--- src/rtl/voice_seq_pkg.sv ---
// voice_seq_pkg: shared FSM state codes, step byte layout and step decode helpers.
// Steps are stored big-endian: byte n of a step lives at word bits [31-8n -: 8].
package voice_seq_pkg;

  localparam logic [1:0] StIdle = 2'd0;
  localparam logic [1:0] StLoad = 2'd1;
  localparam logic [1:0] StHold = 2'd2;
  localparam logic [1:0] StGap  = 2'd3;

  localparam int unsigned STEP_BYTES = 4;

  localparam int unsigned FREQ_HI = 0;
  localparam int unsigned FREQ_LO = 1;
  localparam int unsigned CTRL    = 2;
  localparam int unsigned DUR     = 3;

  localparam int unsigned CTRL_END     = 7;
  localparam int unsigned CTRL_REST    = 6;
  localparam int unsigned CTRL_WAVE_HI = 3;
  localparam int unsigned CTRL_WAVE_LO = 0;

  typedef struct packed {
    logic [15:0] freq;
    logic        last;
    logic        rest;
    logic [3:0]  wave;
    logic [7:0]  dur;
  } step_t;

  // Bit offset of byte lane n inside a 32-bit step word.
  function automatic logic [4:0] lane_lsb(input logic [1:0] n);
    return {~n, 3'b000};
  endfunction

  function automatic step_t unpack_step(input logic [31:0] w);
    step_t      s;
    logic [7:0] ctrl;
    ctrl   = w[lane_lsb(2'(CTRL)) +: 8];
    s.freq = {w[lane_lsb(2'(FREQ_HI)) +: 8], w[lane_lsb(2'(FREQ_LO)) +: 8]};
    s.last = ctrl[CTRL_END];
    s.rest = ctrl[CTRL_REST];
    s.wave = ctrl[CTRL_WAVE_HI:CTRL_WAVE_LO];
    s.dur  = w[lane_lsb(2'(DUR)) +: 8];
    return s;
  endfunction

endpackage

--- src/rtl/voice_seq_ram.sv ---
// voice_seq_ram: STEPS x 32-bit step store with an ioctl byte-lane write port
// and a one-cycle registered 32-bit read port for the sequencer FSM.
module voice_seq_ram
  import voice_seq_pkg::*;
#(
  parameter int unsigned STEPS = 64,
  parameter int unsigned AW    = $clog2(STEPS)
) (
  input  logic          i_clk,
  input  logic          i_we,
  input  logic [AW-1:0] i_waddr,
  input  logic [1:0]    i_lane,
  input  logic [7:0]    i_wdata,
  input  logic [AW-1:0] i_raddr,
  output logic [31:0]   o_rdata
);

  logic [31:0] r_mem [STEPS];
  logic [31:0] r_rdata;

  // Contents are deliberately not reset; the host reloads patterns after power-up.
  always_ff @(posedge i_clk) begin
    if (i_we) begin
      r_mem[i_waddr][lane_lsb(i_lane) +: 8] <= i_wdata;
    end
    r_rdata <= r_mem[i_raddr];
  end

  assign o_rdata = r_rdata;

endmodule

--- src/rtl/voice_seq.sv ---
// voice_seq: step sequencer that plays a pattern from step RAM into one synth voice.
// Optional macro VOICE_SEQ_TEMPO_EN adds a runtime tempo_div input overriding TICK_DIV.
module voice_seq
  import voice_seq_pkg::*;
#(
  parameter int unsigned STEPS     = 64,
  parameter int unsigned TICK_DIV  = 24000,
  parameter int unsigned GAP_TICKS = 2,
  parameter int unsigned IOCTL_IDX = 3
) (
  input  logic        CLK,
  input  logic        rst,
  input  logic        ioctl_wr,
  input  logic [7:0]  ioctl_index,
  input  logic [24:0] ioctl_addr,
  input  logic [7:0]  ioctl_dout,
  input  logic        start,
  input  logic        stop,
  input  logic        loop_en,
`ifdef VOICE_SEQ_TEMPO_EN
  input  logic [15:0] tempo_div,
`endif
  output logic [15:0] tone_freq,
  output logic [3:0]  waveform_enable,
  output logic        gate,
  output logic [5:0]  step_idx,
  output logic        busy
);

  localparam int unsigned AW           = $clog2(STEPS);
  localparam logic [24:0] RAM_BYTES    = 25'(STEPS * STEP_BYTES);
  localparam logic [AW-1:0] LAST_IDX   = AW'(STEPS - 1);
  localparam logic [15:0] DEF_TICK_MAX = 16'(TICK_DIV - 1);
  localparam logic [7:0]  GAP_LEN      = 8'(GAP_TICKS);

  logic [1:0]    r_state, w_state_d;
  logic          r_load_ph, w_load_ph_d;
  logic [AW-1:0] r_idx, w_idx_d;
  logic [7:0]    r_left, w_left_d;
  logic [15:0]   r_tick_cnt;
  logic [15:0]   r_tone, w_tone_d;
  logic [3:0]    r_wave, w_wave_d;
  logic          r_rest, w_rest_d;

  logic          w_ram_we;
  logic [31:0]   w_rdata;
  step_t         w_step;
  logic          w_tick;
  logic [15:0]   w_tick_max;
  logic [1:0]    w_adv_state;
  logic [AW-1:0] w_adv_idx;

  // RAM is only writable while idle so a playing pattern never tears.
  assign w_ram_we = ioctl_wr && (ioctl_index == 8'(IOCTL_IDX)) &&
                    (ioctl_addr < RAM_BYTES) && (r_state == StIdle);

  voice_seq_ram #(
    .STEPS (STEPS),
    .AW    (AW)
  ) u_ram (
    .i_clk   (CLK),
    .i_we    (w_ram_we),
    .i_waddr (ioctl_addr[AW+1:2]),
    .i_lane  (ioctl_addr[1:0]),
    .i_wdata (ioctl_dout),
    .i_raddr (r_idx),
    .o_rdata (w_rdata)
  );

  assign w_step = unpack_step(w_rdata);

`ifdef VOICE_SEQ_TEMPO_EN
  logic [15:0] r_tick_max;

  // Tempo is captured on the first LOAD cycle so a change takes effect at the next step.
  always_ff @(posedge CLK) begin
    if (rst) begin
      r_tick_max <= DEF_TICK_MAX;
    end else if (r_state == StLoad && !r_load_ph) begin
      r_tick_max <= (tempo_div == 16'd0) ? DEF_TICK_MAX : tempo_div - 16'd1;
    end
  end

  assign w_tick_max = r_tick_max;
`else
  assign w_tick_max = DEF_TICK_MAX;
`endif

  assign w_tick = ((r_state == StHold) || (r_state == StGap)) && (r_tick_cnt == w_tick_max);

  // Held at zero outside HOLD/GAP, so a step's first tick lands TICK_DIV cycles into HOLD.
  always_ff @(posedge CLK) begin
    if (rst) begin
      r_tick_cnt <= '0;
    end else if (!((r_state == StHold) || (r_state == StGap)) || w_tick || stop) begin
      r_tick_cnt <= '0;
    end else begin
      r_tick_cnt <= r_tick_cnt + 16'd1;
    end
  end

  always_comb begin
    w_adv_state = StLoad;
    w_adv_idx   = r_idx + AW'(1);
    if (r_idx == LAST_IDX) begin
      w_adv_idx   = '0;
      w_adv_state = loop_en ? StLoad : StIdle;
    end
  end

  always_comb begin
    w_state_d   = r_state;
    w_load_ph_d = 1'b0;
    w_idx_d     = r_idx;
    w_left_d    = r_left;
    w_tone_d    = r_tone;
    w_wave_d    = r_wave;
    w_rest_d    = r_rest;
    unique case (r_state)
      StIdle: begin
        if (start) begin
          w_state_d = StLoad;
          w_idx_d   = '0;
        end
      end
      StLoad: begin
        if (!r_load_ph) begin
          w_load_ph_d = 1'b1;
        end else if (w_step.last) begin
          // An end marker at step 0 is an empty pattern; never loop on it.
          if ((r_idx != '0) && loop_en) begin
            w_idx_d   = '0;
            w_state_d = StLoad;
          end else begin
            w_state_d = StIdle;
          end
        end else begin
          w_tone_d  = w_step.freq;
          w_wave_d  = w_step.wave;
          w_rest_d  = w_step.rest;
          w_left_d  = (w_step.dur == 8'd0) ? 8'd1 : w_step.dur;
          w_state_d = StHold;
        end
      end
      StHold: begin
        if (w_tick) begin
          if (r_left > 8'd1) begin
            w_left_d = r_left - 8'd1;
          end else if (GAP_LEN == 8'd0) begin
            w_state_d = w_adv_state;
            w_idx_d   = w_adv_idx;
          end else begin
            w_state_d = StGap;
            w_left_d  = GAP_LEN;
          end
        end
      end
      StGap: begin
        if (w_tick) begin
          if (r_left > 8'd1) begin
            w_left_d = r_left - 8'd1;
          end else begin
            w_state_d = w_adv_state;
            w_idx_d   = w_adv_idx;
          end
        end
      end
      default: w_state_d = StIdle;
    endcase
    if (stop) begin
      w_state_d   = StIdle;
      w_load_ph_d = 1'b0;
    end
  end

  always_ff @(posedge CLK) begin
    if (rst) begin
      r_state   <= StIdle;
      r_load_ph <= 1'b0;
      r_idx     <= '0;
      r_left    <= '0;
      r_tone    <= '0;
      r_wave    <= '0;
      r_rest    <= 1'b0;
    end else begin
      r_state   <= w_state_d;
      r_load_ph <= w_load_ph_d;
      r_idx     <= w_idx_d;
      r_left    <= w_left_d;
      r_tone    <= w_tone_d;
      r_wave    <= w_wave_d;
      r_rest    <= w_rest_d;
    end
  end

  assign tone_freq       = r_tone;
  assign waveform_enable = r_wave;
  assign gate            = (r_state == StHold) && !r_rest;
  assign busy            = (r_state != StIdle);
  assign step_idx        = 6'(r_idx);

endmodule

--- config.mk ---
export PLATFORM = sky130hd
export DESIGN_NAME = voice_seq
export DESIGN_NICKNAME = d
export VERILOG_FILES = /design/src/rtl/voice_seq_pkg.sv /design/src/rtl/voice_seq_ram.sv /design/src/rtl/voice_seq.sv
export SDC_FILE = /design/constraint.sdc
export NUM_CORES = 2
export LEC_CHECK = 0
export ABC_AREA = 1
export BUFFER_PORTS_ARGS = -buffer_cell sky130_fd_sc_hd__buf_2
export CAP_MARGIN = 20
export CELL_PAD_IN_SITES_DETAIL_PLACEMENT = 1
export CELL_PAD_IN_SITES_GLOBAL_PLACEMENT = 1
export CORE_UTILIZATION = 51
export CTS_BUF_LIST = sky130_fd_sc_hd__clkbuf_16
export DETAILED_ROUTE_END_ITERATION = 10
export PLACE_DENSITY_LB_ADDON = 0.1
export SLEW_MARGIN = 20
export SYNTH_ARGS = -nofsm -noshare
export SYNTH_HDL_FRONTEND = slang
export SYNTH_SLANG_ARGS = --single-unit
--- constraint.sdc ---
create_clock -name CLK -period 5.55 [get_ports CLK]
set_input_delay 0.2775 -clock CLK [delete_from_list [all_inputs] [get_ports CLK]]
set_output_delay 0.2775 -clock CLK [all_outputs]
set_load 0.03 [all_outputs]
== Yosys cells after proc, flatten, opt, wreduce, memory -nomap -nowiden ==
Memory sizes are Yosys's and may differ from the RTL's. A register that Yosys moved wholly into a read port is not among the register bits.
Cells that the tools add are included.

* Register bits after elaboration: 54
* RAM bits: 2,048
* Input port bits: 47
* Word-level logic and storage cells: 90
* Memories kept: 1

* Add/sub/neg operators: 4
* $lt $le $gt $ge: 2
* Eq/ne operators: 16
* Shift-type cells: 2
* Muxes and demuxes: 30
* Bitwise gates (word level): 3
* Reduce and logical (&&, ||, !) cells: 24

{| class="wikitable"
|+ Memories
! memory !! depth !! width !! rd ports !! clocked after Yosys merged registers in !! wr ports !! line !! source
|-
| u_ram.r_mem || 64 || 32 || 1 || 1 || 1 || voice_seq_ram.sv:18 || <nowiki>logic [31:0] r_mem [STEPS];</nowiki>
|}

{| class="wikitable"
|+ Operators with widths
! cell !! number
|-
| 8-bit two-way mux || 7
|-
| 6-bit two-way mux || 7
|-
| 32-bit two-way mux || 1
|-
| 8-bit by 7-bit variable shift with 32-bit output (first input constant) || 1
|-
| 8-bit by 7-bit variable part select with 32-bit output || 1
|-
| 25-bit by 9-bit less-than comparator with 1-bit output (second input constant) || 1
|-
| 8-bit one-hot mux with 3 select lines || 1
|-
| 6-bit one-hot mux with 3 select lines || 1
|-
| 16-bit by 1-bit adder with 16-bit output (second input constant) || 1
|-
| 16-bit by 15-bit == test with 1-bit output (second input constant) || 1
|-
| 2-bit inequality test (second input constant) || 8
|-
| 2-bit two-way mux || 7
|-
| 6-bit AND reduction || 2
|-
| 8-bit by 2-bit == test with 1-bit output (second input constant) || 1
|-
| 8-bit by 1-bit greater-than comparator with 1-bit output (second input constant) || 1
|-
| 8-bit logical NOT || 1
|-
| 2-bit one-hot mux with 4 select lines || 1
|-
| 8-bit by 1-bit subtractor with 8-bit output (second input constant) || 1
|-
| 5-bit negator with 7-bit output || 1
|-
| 7-bit AND reduction || 1
|-
| 6-bit by 1-bit adder with 6-bit output (second input constant) || 1
|-
| 6-bit == test (second input constant) || 1
|-
| 1-bit logical AND || 6
|-
| 3-bit nonzero test || 2
|-
| other kinds (14) || 25
|}

== Logic depth before layout (Yosys ltp) ==
* Depth after elaboration: 6
* Gate-level depth with buffers: 17

== Hierarchy ==
A second synthesis with hierarchy kept.

* Cells, all modules: 7,551
* Area total of the unflattened synthesis: 86,933.4 um^2

{| class="wikitable"
|+ By module, submodules not included
! module !! times used !! cells an instance !! area each (um^2) !! seq. area each (um^2)
|-
| voice_seq_ram || 1 || 7,116 || 84,036.8 || 62,139.6
|-
| voice_seq || 1 || 435 || 2,896.5 || 1,081.0
|}

== Worst setup path after synthesis ==
No wires, ideal clock.

* Path kind: input to register
* From: input port ioctl_addr[0]
* To: memory u_ram.r_mem[0][11], data pin
* Setup time: 879 ps
* Arrival: 4,134 ps
* Required time: 4,671 ps
* Path slack: 537 ps
* Stages: 3
* Buffers on the path: 1
* Cell sequence: ha_1 clkbuf_1 nor4_1

* Longest elaborated chain between the ends: 3

{| class="wikitable"
|+ Ends and longest elaborated chain
! element !! line !! source
|-
| start, declared || voice_seq.sv:15 || <nowiki>input logic [24:0] ioctl_addr,</nowiki>
|-
| 2-bit inverter || voice_seq_pkg.sv:32 || <nowiki>return {~n, 3'b000};</nowiki>
|-
| 5-bit negator with 7-bit output || voice_seq_ram.sv:24 || <nowiki>r_mem[i_waddr][lane_lsb(i_lane) +: 8] <= i_wdata;</nowiki>
|-
| 8-bit by 7-bit variable part select with 32-bit output || voice_seq_ram.sv:24 ||
|-
| end, declared || voice_seq_ram.sv:18 ||
|}

No other way between the ends.

==> run_results.csv <==
group,metric,value,unit
clock_network,cts_tree,"yes",
placement,place_area,86700,um^2
die,dieHeight,408,um
global_routing,grt_max_degree,213,
setup_path,cp_slowest_cell,"dfxtp_4",
setup_path,cp_cell_sequence,"inv_16, buf_4, o21ai_0, nand3_1, nand3_1, nand2_1, a21oi_1, nand2_1",
cells_and_area,syn2layout_area_growth,10.6,%
power,p_total,30.2,mW
run,maxCapViolations,0,
placement,port_buffers,74,
hold_path,hold_class,"in2reg",
yosys,yosysSeqAreaShare,0.704,
clock_network,post_cts_resized,0,
setup_path,max_stage_delay,890,ps
yosys,synth_top_area_share,0.684,
die,initial_core_util,0.516,
drt,routed_wl,275,mm
timing,setup_ws,1830,ps
timing,tightestPinTransition,1220,ps
global_routing,overflow,0,
clock_network,insertion_delay,870,ps
timing,rsz0062_at_grt,"false",
setup_path,end_kind,"flop",
clock_network,clkSinkCount,2004,
yosys,synth_area_per_cell,10.5,um^2
global_routing,antenna_found_initial,17,
drt,drc,0,
cells_and_area,nets,8018,
outcome,status,"finished clean",
setup_path,crit_fanout,212,
drt,antenna_left,0,
yosys,synth_most_common_cell,"nand2_1",
yosys,synth_flop_cell,"edfxtp_1",
timing,final.period_utilization,0.671,
drt,drt_iter0_drc,5989,
global_routing,grt_usage,0.329,
yosys,ys_seq_elements,2004,
clock_network,cts_buffers,206,
die,core-area,163000,um^2
die,dieArea,167000,um^2
setup_path,arrival,4460,ps
power,leakagePower,37.3,nW
power,p_per_area,324,nW/um^2
setup_path,crit_type,"reg2reg",
global_routing,grt_pass1_wl,402,mm
yosys,synth_edf_count,1920,
setup_path,crit_path_start_kind,"flop",
timing,fmax,0.269,GHz
setup_path,critical_path.top_delay_family,"buffers and inverters",
clock_network,clk_pin_slew_worst_paths,60,ps
yosys,yosys-top-cells-count,"nand2_1 (2217), edfxtp_1 (1920), nor2_1 (1299), inv_1 (638), nand3_1 (585)",
die,io_pins,75,
timing,skew,38.1,ps
yosys,async_reset_ff_frac,0,
die,die_x,408,um
placement,pre_cts_ws,1890,ps
placement,place_hpwl,168,mm
timing,setup_tns,0,ps
timing,fin_crit,3720,ps
clock_network,cts.htree.levels,4,
placement,gp_congestion,0.855,
drt,firstDrtPassIters,5,
clock_network,post-cts-setup-buffer-count,0,
yosys,synth.distinct_cells,34,
cells_and_area,fin_area,93200,um^2
yosys,synth.area.top_cells,"edfxtp_1 (68%), nand2_1 (9.9%), nor2_1 (5.8%)",
cells_and_area,drive_above_1_share,0.0631,
power,ir_drop,0.441,mV
timing,slew_viol_final,0,
timing,max_slew_margin,0.188,
setup_path,required,6280,ps
die,std_cell_rows,148,
timing,setup_viol,0,
yosys,syn_nets,8047,
yosys,syn_area,84300,um^2
drt,vias,59391,
yosys,synth_cells,7990,
clock_network,root_buffer,"clkbuf_16",
clock_network,hold_buffers,4,
yosys,yosysWarnings,0,
drt,routedWlPerCell,26.7,um
yosys,synth_top_area_cell,"edfxtp_1",
timing,hold_viol,0,
drt,avgViaCountPerCell,5.75,
setup_path,critical_path_buf_inv_count,2,
global_routing,first_global_vias,61502,
clock_network,cts_max_path_buffers,3,
-- metal layers --
metal / vias to the layer above / share of wire / GRT usage
li1: 26530 / - / -
met1: 30094 / 0.40 / 0.430
met2: 2239 / 0.47 / 0.528
met3: 524 / 0.076 / 0.0632
met4: 4 / 0.049 / 0.159
met5: - / 0.00015 / 0.00661
-- worst paths after layout --
path | startpoint | to | slack, ps | cells past startpoint
min reg2reg | r_tick_cnt[0] | r_tick_cnt[0] | 450 | 1
max | step_idx[0] | u_ram.o_rdata[10] | 1830 | 8
min | start | step_idx[5] | 80 | 9
max reg2reg | step_idx[0] | u_ram.o_rdata[10] | 1830 | 8
-- stage by stage --
| stage | std cells | hold slack, ps | util |
|---|---|---|---|
| floorplan | 7990 | 418 | - |
| global placement | 9917 | 429 | 0.530 |
| detailed placement | 9922 | 440 | 0.531 |
| CTS | 10306 | 21.7 | 0.570 |
| global route | 10311 | 112 | 0.570 |
| finish | 10325 | 84.4 | 0.570 |
-- power breakdown --
group,switching (mW),internal [mW],leakage [nW]
Combinational,0.361,0.0597,13.1
Sequential,0.00359,16.5,20.8
Clock,5.90,7.40,3.33
Total,6.27,23.9,37.3
-- layout make-up --
cell class              instances  area, um^2
inverters                     643        2440
flip-flops and latches       2004       59300
multi-input cells            4912       20700
well taps                    2175        2720
diodes                         17        42.5
clock inverters               171        1160
fillers                     17430       70200
repair buffers                194        1530
clock buffers                 209        5230
-- logic make-up (layout without fill, tap and decap cells) --
logic type | after synthesis | after routing | share of synthesized area
AND/OR/NAND/NOR | 4162 | 4162 | 0.196
buffers and inverters | 1074 | 1217 | 0.0530
XOR/XNOR | 8 | 8 | 0.000832
flip-flops | 2004 | 2004 | 0.704
AO/OA/AOI/OAI | 732 | 732 | 0.0447
adder cells (fa/ha/maj) | 10 | 10 | 0.00148
other | 0 | 17 | 0
-- sequential cells by signal (all words and copies together), names as in the netlist, named ones only --
name,count
r_load_ph,1
r_state,1
u_ram.r_mem,1920
tone_freq,16
u_ram.o_rdata,30
r_rest,1
r_left,8
step_idx,6
waveform_enable,4
r_tick_cnt,16
-- placed cells by master (no fill, tap or decap), drive strengths merged --
master | synthesis | routed
a31oi | 1 | 1
or2 | 2 | 2
clkinvlp | 0 | 4
a21oi | 88 | 88
dlygate4sd3 | 0 | 4
nor2 | 1302 | 1302
nand2 | 2219 | 2219
diode | 0 | 17
clkbuf | 157 | 209
xor2 | 5 | 5
nor4 | 7 | 7
nand3 | 589 | 589
xnor2 | 3 | 3
inv | 642 | 700
ha | 10 | 10
edfxtp | 1920 | 1920
o21a | 2 | 2
a211oi | 1 | 1
o211ai | 38 | 38
buf | 274 | 190
o21ai | 602 | 602
clkinv | 1 | 97
and3 | 1 | 1
bufinv | 0 | 13
nand3b | 1 | 1
nor3 | 28 | 28
nand4 | 10 | 10
nor3b | 3 | 3
dfxtp | 84 | 84
-- worst register-to-register path, cell delays in order, from the launching register on --
cell and delay, ps:
dfxtp_4 890, inv_16 410, buf_4 1090, o21ai_0 370
nand3_1 150, nand3_1 160, nand2_1 110, a21oi_1 330
nand2_1 90
(Power assumes the default switching activity.)
